==> src/rtl/wb_rect_fill_if.sv <==
// Purpose : bundles the command handshake, status pulses and Wishbone master
//           bus of the rectangle-fill engine into one port.
// Latency : none (pure wiring).
// Backpr. : cmd_ready gates commands; ack_i stalls each Wishbone write.
// Ports (engine = master modport, environment = slave modport):
//   cmd_valid/cmd_ready, cmd_x/y/w/h/color : rectangle command handshake
//   abort                                  : cancel the fill in progress
//   busy, done, err                        : status, done/err are 1-cycle pulses
//   cyc_o, stb_o, we_o, addr_o, data_o     : Wishbone write cycle
//   ack_i                                  : Wishbone acknowledge
interface wb_rect_fill_if #(
   parameter int CW = 24
);
   logic          cmd_valid;
   logic          cmd_ready;
   logic [9:0]    cmd_x;
   logic [8:0]    cmd_y;
   logic [10:0]   cmd_w;
   logic [9:0]    cmd_h;
   logic [CW-1:0] cmd_color;
   logic          abort;
   logic          busy;
   logic          done;
   logic          err;
   logic          cyc_o;
   logic          stb_o;
   logic          we_o;
   logic [31:0]   addr_o;
   logic [31:0]   data_o;
   logic          ack_i;

   modport master (
      input  cmd_valid, cmd_x, cmd_y, cmd_w, cmd_h, cmd_color, abort, ack_i,
      output cmd_ready, busy, done, err, cyc_o, stb_o, we_o, addr_o, data_o
   );

   modport slave (
      output cmd_valid, cmd_x, cmd_y, cmd_w, cmd_h, cmd_color, abort, ack_i,
      input  cmd_ready, busy, done, err, cyc_o, stb_o, we_o, addr_o, data_o
   );
endinterface

==> src/rtl/wb_rect_fill.sv <==
// Purpose : Wishbone master that fills a rectangle of the framebuffer with one
//           colour, one write per pixel in raster order.
// Latency : handshake to first stb_o 2 cycles; final ack to done 2 cycles.
// Backpr. : one command at a time (cmd_ready low while busy); each write holds
//           until ack_i, back-to-back acks give one pixel per cycle.
// Ports   : clk, rst (async, active-high) plus the wb_rect_fill_if master
//           modport (command handshake, abort, busy/done/err, Wishbone bus).
// Option  : RECT_CLIP_EN defined -> clip rectangles to the screen instead of
//           rejecting any rectangle that crosses the screen edge.
module wb_rect_fill #(
   parameter int          VGA_WIDTH       = 640,
   parameter int          VGA_HEIGHT      = 480,
   parameter int          VGA_COLOR_DEPTH = 8,
   parameter logic [31:0] BASE_ADDR       = 32'h0
)(
   input  logic           clk,
   input  logic           rst,
   wb_rect_fill_if.master bus
);
   localparam int          CW  = 3 * VGA_COLOR_DEPTH;
   localparam logic [31:0] W32 = 32'(VGA_WIDTH);
   localparam logic [31:0] H32 = 32'(VGA_HEIGHT);

   // S_DROP is the single bus-idle cycle between the last (or aborted) write
   // and the done pulse.
   typedef enum logic [2:0] {S_IDLE, S_CHECK, S_WRITE, S_DROP, S_FIN} state_t;

   state_t        r_state, w_state_nxt;
   logic [31:0]   r_x, r_y, r_w, r_h;
   logic [31:0]   r_cur_x, r_cur_y, r_row_base;
   logic [CW-1:0] r_color;
   logic          r_err;

   logic [31:0]   w_nx, w_eff_w, w_eff_h;
   logic          w_row_wrap, w_last, w_zero, w_range_err;
   logic          w_cmd_ready, w_busy, w_done, w_bus_en;

   // y * VGA_WIDTH as a sum of shifted copies of y; only used once per command.
   function automatic logic [31:0] mul_width(input logic [31:0] y);
      logic [31:0] acc;
      acc = '0;
      for (int i = 0; i < 32; i++)
         if (W32[i]) acc = acc + (y << i);
      return acc;
   endfunction

   assign w_nx       = r_cur_x + 32'd1;
   assign w_row_wrap = (w_nx == r_x + r_w);
   assign w_last     = w_row_wrap && (r_cur_y + 32'd1 == r_y + r_h);
   assign w_zero     = (r_w == 32'd0) || (r_h == 32'd0);

`ifdef RECT_CLIP_EN
   // Origin off screen is an error; otherwise trim to the visible part.
   assign w_range_err = (r_x >= W32) || (r_y >= H32);
   assign w_eff_w     = (r_w > W32 - r_x) ? (W32 - r_x) : r_w;
   assign w_eff_h     = (r_h > H32 - r_y) ? (H32 - r_y) : r_h;
`else
   assign w_range_err = (r_x + r_w > W32) || (r_y + r_h > H32);
   assign w_eff_w     = r_w;
   assign w_eff_h     = r_h;
`endif

   always_ff @(posedge clk or posedge rst) begin
      if (rst) r_state <= S_IDLE;
      else     r_state <= w_state_nxt;
   end

   always_comb begin
      w_state_nxt = r_state;
      w_cmd_ready = 1'b0;
      w_busy      = 1'b1;
      w_done      = 1'b0;
      w_bus_en    = 1'b0;
      case (r_state)
         S_IDLE: begin
            w_cmd_ready = 1'b1;
            w_busy      = 1'b0;
            if (bus.cmd_valid) w_state_nxt = S_CHECK;
         end
         S_CHECK: begin
            if (w_zero || w_range_err) w_state_nxt = S_FIN;
            else                       w_state_nxt = S_WRITE;
         end
         S_WRITE: begin
            w_bus_en = 1'b1;
            if (bus.abort || (bus.ack_i && w_last)) w_state_nxt = S_DROP;
         end
         S_DROP: w_state_nxt = S_FIN;
         S_FIN: begin
            w_done      = 1'b1;
            w_state_nxt = S_IDLE;
         end
         default: w_state_nxt = S_IDLE;
      endcase
   end

   always_ff @(posedge clk or posedge rst) begin
      if (rst) begin
         r_x        <= '0;
         r_y        <= '0;
         r_w        <= '0;
         r_h        <= '0;
         r_cur_x    <= '0;
         r_cur_y    <= '0;
         r_row_base <= '0;
         r_color    <= '0;
         r_err      <= 1'b0;
      end else begin
         case (r_state)
            S_IDLE: begin
               if (bus.cmd_valid) begin
                  r_x     <= 32'(bus.cmd_x);
                  r_y     <= 32'(bus.cmd_y);
                  r_w     <= 32'(bus.cmd_w);
                  r_h     <= 32'(bus.cmd_h);
                  r_color <= bus.cmd_color;
                  r_err   <= 1'b0;
               end
            end
            S_CHECK: begin
               // Empty rectangles take precedence over range errors.
               r_err      <= !w_zero && w_range_err;
               r_w        <= w_eff_w;
               r_h        <= w_eff_h;
               r_cur_x    <= r_x;
               r_cur_y    <= r_y;
               r_row_base <= mul_width(r_y);
            end
            S_WRITE: begin
               if (bus.abort) r_err <= 1'b1;
               if (bus.ack_i) begin
                  if (w_row_wrap) begin
                     r_cur_x    <= r_x;
                     r_cur_y    <= r_cur_y + 32'd1;
                     r_row_base <= r_row_base + W32;
                  end else begin
                     r_cur_x <= w_nx;
                  end
               end
            end
            default: ;
         endcase
      end
   end

   // Bus outputs decode straight from the state register so a reset drops
   // cyc_o/stb_o without waiting for a clock edge.
   assign bus.cmd_ready = w_cmd_ready;
   assign bus.busy      = w_busy;
   assign bus.done      = w_done;
   assign bus.err       = w_done && r_err;
   assign bus.cyc_o     = w_bus_en;
   assign bus.stb_o     = w_bus_en;
   assign bus.we_o      = w_bus_en;
   assign bus.addr_o    = w_bus_en ? (BASE_ADDR + r_row_base + r_cur_x) : 32'd0;
   assign bus.data_o    = w_bus_en ? 32'(r_color) : 32'd0;
endmodule

==> src/flat_wrapper.sv <==
// flat-port wrapper written by rule: the top's interface ports become plain ports
module wb_rect_fill_flat 
#(
   parameter int          VGA_WIDTH       = 640,
   parameter int          VGA_HEIGHT      = 480,
   parameter int          VGA_COLOR_DEPTH = 8,
   parameter logic [31:0] BASE_ADDR       = 32'h0
)
  (clk, rst, bus_cmd_valid, bus_cmd_x, bus_cmd_y, bus_cmd_w, bus_cmd_h, bus_cmd_color, bus_abort, bus_ack_i, bus_cmd_ready, bus_busy, bus_done, bus_err, bus_cyc_o, bus_stb_o, bus_we_o, bus_addr_o, bus_data_o);
  wb_rect_fill_if #(.CW(24)) bus_i ();
  input  logic clk;
  input  logic rst;
  input wire logic [$bits(bus_i.cmd_valid)-1:0] bus_cmd_valid;
  input wire logic [$bits(bus_i.cmd_x)-1:0] bus_cmd_x;
  input wire logic [$bits(bus_i.cmd_y)-1:0] bus_cmd_y;
  input wire logic [$bits(bus_i.cmd_w)-1:0] bus_cmd_w;
  input wire logic [$bits(bus_i.cmd_h)-1:0] bus_cmd_h;
  input wire logic [$bits(bus_i.cmd_color)-1:0] bus_cmd_color;
  input wire logic [$bits(bus_i.abort)-1:0] bus_abort;
  input wire logic [$bits(bus_i.ack_i)-1:0] bus_ack_i;
  output wire logic [$bits(bus_i.cmd_ready)-1:0] bus_cmd_ready;
  output wire logic [$bits(bus_i.busy)-1:0] bus_busy;
  output wire logic [$bits(bus_i.done)-1:0] bus_done;
  output wire logic [$bits(bus_i.err)-1:0] bus_err;
  output wire logic [$bits(bus_i.cyc_o)-1:0] bus_cyc_o;
  output wire logic [$bits(bus_i.stb_o)-1:0] bus_stb_o;
  output wire logic [$bits(bus_i.we_o)-1:0] bus_we_o;
  output wire logic [$bits(bus_i.addr_o)-1:0] bus_addr_o;
  output wire logic [$bits(bus_i.data_o)-1:0] bus_data_o;
  assign bus_i.cmd_valid = bus_cmd_valid;
  assign bus_i.cmd_x = bus_cmd_x;
  assign bus_i.cmd_y = bus_cmd_y;
  assign bus_i.cmd_w = bus_cmd_w;
  assign bus_i.cmd_h = bus_cmd_h;
  assign bus_i.cmd_color = bus_cmd_color;
  assign bus_i.abort = bus_abort;
  assign bus_i.ack_i = bus_ack_i;
  assign bus_cmd_ready = bus_i.cmd_ready;
  assign bus_busy = bus_i.busy;
  assign bus_done = bus_i.done;
  assign bus_err = bus_i.err;
  assign bus_cyc_o = bus_i.cyc_o;
  assign bus_stb_o = bus_i.stb_o;
  assign bus_we_o = bus_i.we_o;
  assign bus_addr_o = bus_i.addr_o;
  assign bus_data_o = bus_i.data_o;
  wb_rect_fill #(.VGA_WIDTH(VGA_WIDTH), .VGA_HEIGHT(VGA_HEIGHT), .VGA_COLOR_DEPTH(VGA_COLOR_DEPTH), .BASE_ADDR(BASE_ADDR)) u_core (.clk(clk), .rst(rst), .bus(bus_i));
endmodule
==> config.mk <==
export PLATFORM = sky130hd
export DESIGN_NAME = wb_rect_fill_flat
export DESIGN_NICKNAME = d
export VERILOG_FILES = /design/src/rtl/wb_rect_fill_if.sv /design/src/rtl/wb_rect_fill.sv /design/src/flat_wrapper.sv
export SDC_FILE = /design/constraint.sdc
export NUM_CORES = 1
export LEC_CHECK = 0
export CAP_MARGIN = 20
export CORE_MARGIN = 2
export CORE_UTILIZATION = 40
export CTS_CLUSTER_SIZE = 14
export DETAILED_ROUTE_END_ITERATION = 12
export SLEW_MARGIN = 20
export SYNTH_ARGS = -nofsm -noshare
export SYNTH_HDL_FRONTEND = slang
export SYNTH_SLANG_ARGS = --single-unit
==> constraint.sdc <==
create_clock -name clk -period 6.65 [get_ports clk]
set_input_delay 1.995 -clock clk [delete_from_list [all_inputs] [get_ports clk]]
set_output_delay 1.995 -clock clk [all_outputs]
set_load 0.05 [all_outputs]
==> results.cfg <==
[critical_path]
crit_type = reg2out
end_kind = output pin
cp.arrival_ps = 4270
crit_chain = ha_1 > a21o_1 > a21o_1 > a211oi_1 > nor2_1 > a21o_1 > a211o_1 > a31o_2 > or4_1 > nand3_1 > clkdlybuf4s50_1
cpPeakStageDelay_ps = 800
path_delay_family = compound AO/OA/AOI/OAI gates
worstPathMaxFanout = 6
cpMostUsedCell = a21o_1
critPathLaunchType = flop
slowest_stage = clkdlybuf4s50_1
cp.required_ps = 4660
crit_buf_inv = 1

[grt]
antenna_found_initial = 0
grt_pass1_vias = 10110
grt_max_degree = 84
grt_pass1_wl_um = 54860
top_usage_layer = met2
track_usage = 0.2204
use_met3 = 0.04823
overflow = 0
use_met2 = 0.3435
grt_use_met1 = 0.3122

[hold_path]
min_path_type = reg2reg

[drt]
drt_iter0_markers = 796
antenna_left = 0
wirelength_um = 33600
firstDrtPassIters = 5
vias_per_cell = 5.787
wl_per_cell_um = 18.34
vias = 10600
drc = 0

[cts]
clockBufferDepth = 2
cts_tree = done
cts_made_buffers = 17
clkLatencyLatePin_ps = 440
postCtsHoldBufs = 0
clk_pin_slew_worst_paths_ps = 70
cts_setup_buffers = 0
clockRootBuffer = clkbuf_16
cts.sinks = 157
htreeDepth = 4
ctsResizeCount = 0

[synth]
yosys.area.top_type = dfrtp_1
ys_seq_elements = 157
synth_ff_type = dfrtp_1
synth.distinct_cells = 80
syn_inst = 1343
ys_warn_count = 0
synth_edf_count = 0
async_flop_share = 1.000
synth_top_area_share = 0.3315
syn_area_um2 = 11850
synth.most_common_cell = dfrtp_1
synth_common_cells = 157 x dfrtp_1, 93 x nor2_1, 91 x nand2_1, 75 x a21oi_1, 71 x mux2_2
seq_area_frac_synth = 0.3315
ys_top_cells_by_area = dfrtp_1 33%, mux2_2 6.7%, ha_1 5.6%
avgSynthCellArea_um2 = 8.825

[power]
switching_share = 0.4469
clock_power_share = 0.166
p_seq_frac = 0.260
p_comb_frac = 0.573
power_density_nw_per_um2 = 445.8
leakage_nw = 5.878
p_int_w = 0.003465
p_switching_w = 0.002799
ir_drop_uv = 293.3

[timing]
timing.fmax_mhz = 159.5
setup_violations = 0
tns_ps = 0
finalHoldViolations = 0
relSlewSlack = 0.2644
period_minus_slack_ps = 6268
rsz0062_at_grt = no
maxSlewViolCount = 0
finalCritPeriodShare = 0.9426
skew_ps = 8.604
worstMarginPinSlew_ps = 1094
worst_slack_ps = 381.5

[die]
dieArea_um2 = 31020
ios = 140
core.rowCount = 63
core_area_um2 = 29400
start_util = 0.4031
fp.dieH_um = 176.1
die_x_um = 176.1

[final_layout]
diodes = 0
syn2layout_area_growth_pct = 18.58
nNetsFinal = 1554
drive_above_1_share = 0.1054

[placement]
dp_slack_ps = 872.0
gp_congestion = 0.8519
hpwl_um = 24390
port_buffers = 131

[flow_run]
cap_violations = 0

[run_status]
status = completed
## per-stage QoR
| step | util | hold WS (ps) | total power, W | std cells | instance area (um^2) |
|---|---|---|---|---|---|
| floorplan | - | 463.5 | 0.004321 | 1350 | 11880 |
| global placement | 0.4571 | 482.3 | 0.005156 | 1800 | 13440 |
| detailed placement | 0.4573 | 488.1 | 0.005211 | 1800 | 13450 |
| CTS | 0.4780 | 507.6 | 0.006278 | 1832 | 14050 |
| global route | 0.4780 | 517.7 | 0.006758 | 1832 | 14050 |
| finish | 0.4780 | 505.1 | 0.006265 | 1832 | 14050 |
## layout by cell type (no fill, tap or decap), types with 7 or more instances in the layout
cell type	n
a31oi_1	27
and2_1	13
a21o_1	43
o31ai_1	13
nand2_1	90
inv_1	52
buf_4	16
and3_1	54
nor3b_1	14
mux2_2	71
mux2i_1	22
or2_2	7
clkbuf_16	17
clkdlybuf4s50_1	131
o21ai_0	43
nand4_1	32
nand3_1	53
dfrtp_1	157
a211oi_1	9
nor3_1	43
a41oi_1	7
xnor2_1	62
or4_1	9
nand2b_1	10
nor2_1	90
xor2_1	25
a22o_1	8
o22ai_1	17
nor4_1	29
a21oi_1	75
ha_1	53
o22a_1	16
conb_1	8
nor2b_1	7
## final timing paths
| path | start | to | slack [ps] | cells past startpoint |
|---|---|---|---|---|
| setup / recovery | u_core.r_cur_x[8] | bus_addr_o[28] | 380 | 11 |
| hold / removal | u_core.r_color[1] | u_core.r_color[1] | 510 | 1 |
| setup reg to reg | u_core.r_cur_x[0] | u_core.r_cur_x[3] | 2030 | 11 |
| hold reg to reg | u_core.r_color[1] | u_core.r_color[1] | 510 | 1 |
| max in group asynchronous | rst | u_core.r_state[2] | 3380 | 3 |
| min in group asynchronous | rst | u_core.r_h[7] | 2060 | 2 |
## layer usage
layer  vias up  routed length, um
li1       5126                  -
met1      5121              15680
met2       327              15220
met3        28               2260
met4         0                436
met5         -                  0
## registers in the layout (all words and copies together), names as in the netlist, 3 cells and up
| register | flops |
|---|---|
| u_core.r_h | 10 |
| u_core.r_cur_x | 32 |
| u_core.r_color | 24 |
| u_core.r_w | 11 |
| u_core.r_x | 10 |
| u_core.r_y | 9 |
| u_core.r_state | 3 |
| u_core.r_row_base | 25 |
| u_core.r_cur_y | 32 |
## power groups by stage
stage               Combinational [W]  Clock (W)  Sequential (W)
global placement              0.00352          0         0.00163
global route                  0.00397    0.00110         0.00168
detailed placement            0.00357          0         0.00164
floorplan                     0.00285          0         0.00147
finish                        0.00359    0.00104         0.00163
CTS                           0.00359    0.00106         0.00163
## cells by family after synthesis
family,after synthesis,share of synthesized area
compound gates,315,0.1802
xor+xnor,90,0.06947
fa+ha+maj,56,0.06102
buf+inv,141,0.05057
flops,157,0.3315
mux,93,0.08604
other cells,1,0.0003164
simple gates,490,0.2209
## cell type report
| type | instances | area, um^2 |
|---|---|---|
| fill | 2785 | 15350 |
| multi-input combinational | 1052 | 7390 |
| sequential | 157 | 3929 |
| timing repair buffer | 147 | 1431 |
| tap | 390 | 488.0 |
| clock buffer | 20 | 446.7 |
| inverter | 54 | 207.7 |
| clock inverter | 12 | 161.4 |
Power figures use the tool's default switching activity.
